==> config.mk <==
export PLATFORM = sky130hd
export DESIGN_NAME = uart_receiver
export DESIGN_NICKNAME = d
export VERILOG_FILES = /design/src/rtl/uart_receiver_pkg.sv /design/src/rtl/sync_2ff.sv /design/src/rtl/uart_receiver.sv
export SDC_FILE = /design/constraint.sdc
export NUM_CORES = 1
export LEC_CHECK = 0
export CORE_UTILIZATION = 25
export DETAILED_ROUTE_END_ITERATION = 8
export GPL_ROUTABILITY_DRIVEN = 0
export MAX_ROUTING_LAYER = met4
export PLACE_DENSITY = 0.38
export SLEW_MARGIN = 20
export SYNTH_ARGS = -nofsm -noshare
export SYNTH_HDL_FRONTEND = slang
export SYNTH_HIERARCHICAL = 1
export SYNTH_SLANG_ARGS = --single-unit
export TNS_END_PERCENT = 20
==> constraint.sdc <==
create_clock -name clk_27mhz -period 2.3 [get_ports clk_27mhz]
set_input_delay 0.69 -clock clk_27mhz [delete_from_list [all_inputs] [get_ports clk_27mhz]]
set_output_delay 0.69 -clock clk_27mhz [all_outputs]
set_load 0.03 [all_outputs]
==> src/rtl/uart_receiver_pkg.sv <==
`default_nettype none
// ============================================================================
// Module      : uart_receiver_pkg
// Description : Shared FSM state encoding and bit-timing helpers for the
//               8N1 UART receiver.
// Revision    : 1.0 - initial release
// ============================================================================
package uart_receiver_pkg;

    typedef enum logic [2:0] {
        ST_IDLE  = 3'd0,
        ST_START = 3'd1,
        ST_DATA  = 3'd2,
        ST_STOP  = 3'd3,
        ST_BREAK = 3'd4
    } state_t;

    // Rounded to the nearest whole clock so the bit period error stays below half a cycle.
    function automatic int calc_clks_per_bit(input int clk_freq, input int baud);
        return (clk_freq + baud / 2) / baud;
    endfunction

    function automatic int calc_half_bit(input int clks_per_bit);
        return clks_per_bit / 2;
    endfunction

endpackage
`default_nettype wire

==> src/rtl/sync_2ff.sv <==
`default_nettype none
// ============================================================================
// Module      : sync_2ff
// Description : Two-flop synchronizer for a single asynchronous input.
// Revision    : 1.0 - initial release
// ============================================================================
module sync_2ff #(
    parameter logic RESET_VAL = 1'b1
) (
    input  logic clk,
    input  logic rst,
    input  logic i_d,
    output logic o_q
);

    logic r_meta;
    logic r_sync;

    always_ff @(posedge clk) begin
        if (rst) begin
            r_meta <= RESET_VAL;
            r_sync <= RESET_VAL;
        end else begin
            r_meta <= i_d;
            r_sync <= r_meta;
        end
    end

    assign o_q = r_sync;

endmodule
`default_nettype wire

==> src/rtl/uart_receiver.sv <==
`default_nettype none
// ============================================================================
// Module      : uart_receiver
// Description : 8N1 UART receiver with mid-bit sampling, valid/ready output,
//               frame-error pulse and sticky overrun flag.
// Revision    : 1.0 - initial release
// ============================================================================
module uart_receiver #(
    parameter int CLK_FREQ = 27000000,
    parameter int BAUD     = 115200
) (
    input  logic       clk_27mhz,
    input  logic       rst,
    input  logic       uart_rx,
    output logic [7:0] rx_data,
    output logic       rx_valid,
    input  logic       rx_ready,
    output logic       frame_err,
    output logic       overrun
);

    import uart_receiver_pkg::*;

    localparam int c_clks_per_bit = calc_clks_per_bit(CLK_FREQ, BAUD);
    localparam int c_half_bit     = calc_half_bit(c_clks_per_bit);
    localparam int c_cnt_w        = (c_clks_per_bit > 2) ? $clog2(c_clks_per_bit) : 1;
    localparam logic [c_cnt_w-1:0] c_cnt_bit_last  = c_cnt_w'(c_clks_per_bit - 1);
    localparam logic [c_cnt_w-1:0] c_cnt_half_last = c_cnt_w'(c_half_bit - 1);

    logic               w_rx_s;
    state_t             r_state;
    logic [c_cnt_w-1:0] r_cnt;
    logic [2:0]         r_idx;
    logic [7:0]         r_shift;
    logic [7:0]         r_rx_data;
    logic               r_rx_valid;
    logic               r_frame_err;
    logic               r_overrun;

    sync_2ff #(
        .RESET_VAL (1'b1)
    ) u_sync_rx (
        .clk (clk_27mhz),
        .rst (rst),
        .i_d (uart_rx),
        .o_q (w_rx_s)
    );

    always_ff @(posedge clk_27mhz) begin
        if (rst) begin
            r_state     <= ST_IDLE;
            r_cnt       <= '0;
            r_idx       <= 3'd0;
            r_shift     <= 8'h00;
            r_rx_data   <= 8'h00;
            r_rx_valid  <= 1'b0;
            r_frame_err <= 1'b0;
            r_overrun   <= 1'b0;
        end else begin
            r_frame_err <= 1'b0;
            // Handshake clears valid; a delivery on the same edge below takes priority.
            if (r_rx_valid && rx_ready) begin
                r_rx_valid <= 1'b0;
            end

            case (r_state)
                ST_IDLE: begin
                    r_cnt <= '0;
                    r_idx <= 3'd0;
                    if (!w_rx_s) begin
                        r_state <= ST_START;
                    end
                end
                ST_START: begin
                    if (r_cnt == c_cnt_half_last) begin
                        r_cnt   <= '0;
                        r_state <= w_rx_s ? ST_IDLE : ST_DATA;
                    end else begin
                        r_cnt <= r_cnt + 1'b1;
                    end
                end
                ST_DATA: begin
                    if (r_cnt == c_cnt_bit_last) begin
                        r_cnt          <= '0;
                        r_shift[r_idx] <= w_rx_s;
                        r_idx          <= r_idx + 3'd1;
                        if (r_idx == 3'd7) begin
                            r_state <= ST_STOP;
                        end
                    end else begin
                        r_cnt <= r_cnt + 1'b1;
                    end
                end
                ST_STOP: begin
                    if (r_cnt == c_cnt_bit_last) begin
                        r_cnt <= '0;
                        if (w_rx_s) begin
                            r_state <= ST_IDLE;
                            if (!r_rx_valid || rx_ready) begin
                                r_rx_data  <= r_shift;
                                r_rx_valid <= 1'b1;
                            end else begin
                                r_overrun <= 1'b1;
                            end
                        end else begin
                            r_frame_err <= 1'b1;
                            r_state     <= ST_BREAK;
                        end
                    end else begin
                        r_cnt <= r_cnt + 1'b1;
                    end
                end
                ST_BREAK: begin
                    if (w_rx_s) begin
                        r_state <= ST_IDLE;
                    end
                end
                default: begin
                    r_state <= ST_IDLE;
                end
            endcase
        end
    end

    assign rx_data   = r_rx_data;
    assign rx_valid  = r_rx_valid;
    assign frame_err = r_frame_err;
    assign overrun   = r_overrun;

endmodule
`default_nettype wire

# [Word-level counts from Yosys, hierarchy flattened]
# Cells that the tools add are included.
[word_totals] register_bits=35 in_bits=4 out_inout_bits=11 word_cells=67
[op_classes] addsub=2 order_cmp=2 eq_ne=13 muxes=23 bitwise_logic=3 n_reduce_logical=14
[ops] op="3-bit two-way mux" n=8
[ops] op="8-bit one-hot mux with 3 select lines" n=1
[ops] op="8-bit two-way mux" n=2
[ops] op="3-bit one-hot mux with 5 select lines" n=1
[ops] op="2-bit != test (second input constant)" n=5
[ops] op="8-bit by 1-bit adder with 8-bit output (second input constant)" n=1
[ops] op="8-bit bitwise mux" n=1
[ops] op="8-bit by 7-bit equality test with 1-bit output (second input constant)" n=1
[ops] op="8-bit equality test (second input constant)" n=1
[ops] op="4-bit AND reduction" n=2
[ops] op="1-bit two-way mux" n=7
[ops] op="3-bit by 2-bit equality test with 1-bit output (second input constant)" n=2
[ops] op="3-bit equality test (second input constant)" n=2
[ops] op="3-bit one-hot mux with 2 select lines" n=1
[ops] op="6-bit AND reduction" n=1
[ops] op="3-bit by 4-bit < comparator with 1-bit output (second input constant)" n=1
[ops] op="2-bit AND reduction" n=2
[ops] op="3-bit by 1-bit adder with 3-bit output (second input constant)" n=1
[ops] op="1-bit demux with 3-bit select" n=1
[ops] op="3-bit by 1-bit equality test with 1-bit output (second input constant)" n=1
[ops] op="3-bit by 1-bit greater-or-equal comparator with 1-bit output (second input constant)" n=1
[ops] op="3-bit zero test" n=1
[ops] op="1-bit NOT" n=3
[ops] op="3-bit nonzero test" n=1
[ops] op="8 further kinds" n=9

# [Longest topological paths before layout]
[logic_depth] word_depth=6 depth_mapped=7 ltp_nobuf=6

# [Hierarchy]
# The synthesis kept the hierarchy.
[modules_own_cells] module="uart_receiver" instances=1 cells_each=187 area_each_um2=1684.1 seq_area_each_um2=660.6
[modules_own_cells] module="sync_2ff" instances=1 cells_each=4 area_each_um2=52.6 seq_area_each_um2=40.0

# [Worst setup path after synthesis]
# Ideal clock, no wire load.
[synth_path] path_kind="register -> register" start="register r_cnt[0]" end="register r_shift[5]" setup_time_ps=72 arrival_ps=1626 t_required_ps=2228 slack_ps=602 path_stages_with_launch=6 n_path_buf=0 period_less_slack_ps=1698 cell_sequence="dfxtp_1 ha_1 nand4b_1 or4_4 nor3b_2 mux2i_1"
[synth_via] elab_chain_len=2
[synth_rtl] item="from (decl)" line_no="uart_receiver.sv:32" text="logic [c_cnt_w-1:0] r_cnt;"
[synth_rtl] item="from (signal assigned)" line_no="uart_receiver.sv:79" text="r_cnt <= r_cnt + 1'b1;"
[synth_rtl] item="from (signal assigned)" line_no="uart_receiver.sv:91" text="r_cnt <= r_cnt + 1'b1;"
[synth_rtl] item="from (signal assigned)" line_no="uart_receiver.sv:110" text="r_cnt <= r_cnt + 1'b1;"
[synth_rtl] item="8-bit equality test" line_no="uart_receiver.sv:83" text="if (r_cnt == c_cnt_bit_last) begin"
[synth_rtl] item="2-bit AND reduction (no source line)"
[synth_rtl] item="to (signal, indexed assignment)" line_no="uart_receiver.sv:85" text="r_shift[r_idx] <= w_rx_s;"
[synth_rtl] item="to (decl)" line_no="uart_receiver.sv:34" text="logic [7:0] r_shift;"
# Every way passes these cells.
# A chain may end at the register's enable or synchronous reset.

# [Final worst setup path]
[layout_path] start="register r_rx_data[3] (netlist: rx_data[3])" end="output port rx_data[3]"
[layout_rtl] item="from (decl)" line_no="uart_receiver.sv:35" text="logic [7:0] r_rx_data;"
[layout_rtl] item="from (signal assigned)" line_no="uart_receiver.sv:100" text="r_rx_data <= r_shift;"
[layout_rtl] item="to (decl)" line_no="uart_receiver.sv:15" text="output logic [7:0] rx_data,"
# No word-level cell between the ends.

==> impl_metrics.toml <==
[outcome]
outcome = "complete, no violations"

[floorplan]
die_h_um = 85.35
initial_core_util_pct = 25.70
row_count = 30
die_area_mm2 = 0.007284
ios = 15
core_area_mm2 = 0.006756
fp.dieW_um = 85.35

[sta]
fmax_mhz = 502.4
fin_ws_ns = 0.3095
period_minus_slack_ns = 1.991
tightest_slew_ns = 0.4262
finalHoldViolations = 0
finalSetupViolCount = 0
finalCritPeriodShare_pct = 86.54
skew_ns = 0.01083
setup_tns_ns = 0
rsz0062_at_grt = "false"
relSlewSlack_pct = 71.55
slew_viol_final = 0

[pwr]
p_leak_nw = 0.7284
vdd_ir_drop_max_v = 0.0002472
p_per_area_mw_per_mm2 = 584.2

[clocking]
clock_path_buffers = 2
cts_root_buffer = "clkbuf_8"
htree_levels = 2
cts_repair_resize_count = 0
tritoncts = "done"
cts_setup_buffers = 0
holdBufCountCts = 0
cts.sinks = 35
clkTransAtPathRegs_ns = 0.08
worstSkewPairLatency_ns = 0.29
numCtsBuffers = 5

[placed_design]
place_ws_ns = 0.1575
io_buffers = 14
numPlacedInstances = 280
dp_hpwl_um = 2667
dpl_cell_area_mm2 = 0.001958

[finish]
area_growth_syn_to_layout_pct = 17.65
fin_area_mm2 = 0.002043
final_net_count = 216
antenna_cells = 0
drive_above_1_share_pct = 10.10
fin_cells = 288

[global_route]
track_usage_pct = 11.46
antenna_found_initial = 0
grt_pass1_wl_um = 6279
grt_max_degree = 22
gr-total-overflow = 0
grt_pass1_vias = 1313

[hold_path]
hold_path_end = "u_sync_rx/o_q"
hp-start = "u_sync_rx/r_meta"
hold_depth = 1
hold_class = "reg2reg"

[yosys]
synth_seq_cells = 35
yosysWarnings = 6
syn-num-nets = 200
synth_top_flop_cell = "dfxtp_1"
synth.area.top_cells = "dfxtp_1, mux2i_1, nand2b_1, a21oi_1, ha_1"
synthArstFlopShare_pct = 0
yosysMostFrequentCell = "dfxtp_1"
yosys.area.top_type_share_pct = 40.35
postSynthAreaPerCell_um2 = 9.092
synthDistinctLibCells = 43
yosys-top-cells-count = "dfxtp_1, nand2b_1, mux2i_1"
synth_area_mm2 = 0.001737
seq_area_frac_synth_pct = 40.35
synth-edff-count = 0
yosys.area.top_type = "dfxtp_1"
synthCells = 191

[critical_path]
worstReg2RegEnd = "r_shift[1]"
crit_family = "buffers and inverters"
rrSetupSlack_ns = 0.37
worstRegToRegCells = 6
cp.arrival_ns = 1.30
crit_slowest_cell = "clkdlybuf4s50_1"
r2r-start = "r_cnt[1]"
end_kind = "primary output"
crit_buf_inv = 1
crit_required_ns = 1.61
critPathMaxStageDelay_ns = 0.67
cp_cell_sequence = "clkdlybuf4s50_1"
startpoint_type = "register"
crit_type = "reg2out"
crit_path_max_fanout = 2

[routing]
avgViaCountPerCell = 4.944
vias = 1424
initialDrtViolationCount = 102
postRouteAntennaNets = 0
drt_wl_total_um = 3830
wl_per_cell_um = 13.30
drc_errors = 0
drt_first_pass_iters = 4

[job]
cap_violations = 0
[registers in the layout (all words and copies together) (netlist names)]
register and count:
r_cnt 8, overrun 1, rx_valid 1, r_state 3, r_shift 8, u_sync_rx/r_meta 1, frame_err 1, r_idx 3
rx_data 8, u_sync_rx/o_q 1
[per-layer routing]
layer	GRT usage [%]	part of all wire (%)
met1	14.71	51
met2	16.86	44
met3	2.626	3.5
met4	5.758	2.2
met5	-	0
[cell type report]
class                           count  area (µm²)
Inverter                            6       22.52
Clock inverter                      2       12.51
Timing Repair Buffer               20       185.2
Tap cell                           80       100.1
Fill cell                         723        4713
Clock buffer                        6       72.57
Multi-Input combinational cell    139       949.7
Sequential cell                    35       700.7
[power breakdown]
| group | leakage (nW) | internal (mW) | switching, mW |
|---|---|---|---|
| registers | 0.283 | 0.617 | 0.0210 |
| clock network | 0.0412 | 0.212 | 0.228 |
| logic | 0.405 | 0.0530 | 0.0633 |
| total | 0.728 | 0.881 | 0.312 |
[how the worst max path moves through the flow]
stage / startpoint / endpoint / cells after the start
2_1_floorplan: r_cnt[0] / r_shift[5] / 5
3_3_place_gp: rx_ready / rx_data[5] / 5
3_5_place_dp: rx_ready / rx_data[7] / 5
4_1_cts: rx_data[3] / rx_data[3] / 1
5_1_grt: r_cnt[1] / rx_data[1] / 6
6_report: rx_data[3] / rx_data[3] / 1
[cell families (layout without fill, tap and decap cells)]
| logic type | after synthesis | in the layout | synth area share [%] |
|---|---|---|---|
| AND/OR/NAND/NOR | 80 | 80 | 28.17 |
| AO/OA/AOI/OAI | 38 | 38 | 13.69 |
| flip-flops | 35 | 35 | 40.35 |
| buffers and inverters | 17 | 34 | 4.971 |
| multiplexers | 16 | 16 | 9.222 |
| adder cells (fa/ha/maj) | 5 | 5 | 3.602 |
[placed cells by master, fill, tap and decap left out, drive strengths merged, types with 3 or more instances in the layout]
| cell type | n |
|---|---|
| a211oi | 4 |
| nand3b | 3 |
| nor3b | 3 |
| clkdlybuf4s50 | 14 |
| ha | 5 |
| mux2i | 16 |
| o22ai | 4 |
| clkbuf | 6 |
| a31oi | 3 |
| a21oi | 13 |
| dfxtp | 35 |
| o21ai | 5 |
| nor3 | 7 |
| nand4 | 4 |
| or2 | 3 |
| inv | 6 |
| buf | 6 |
| nand3 | 5 |
| nand2b | 21 |
| nor2 | 9 |
| nand2 | 12 |
[per-stage QoR]
stage	total power, mW	hold WS [ns]	util [%]
floorplan	0.7301	0.3832	-
global placement	0.7641	0.3979	28.98
detailed placement	0.7665	0.3926	28.98
CTS	1.213	0.4107	30.24
global route	1.251	0.4305	30.24
finish	1.194	0.4084	30.24
Note: power is estimated with default switching activity, not from simulation.
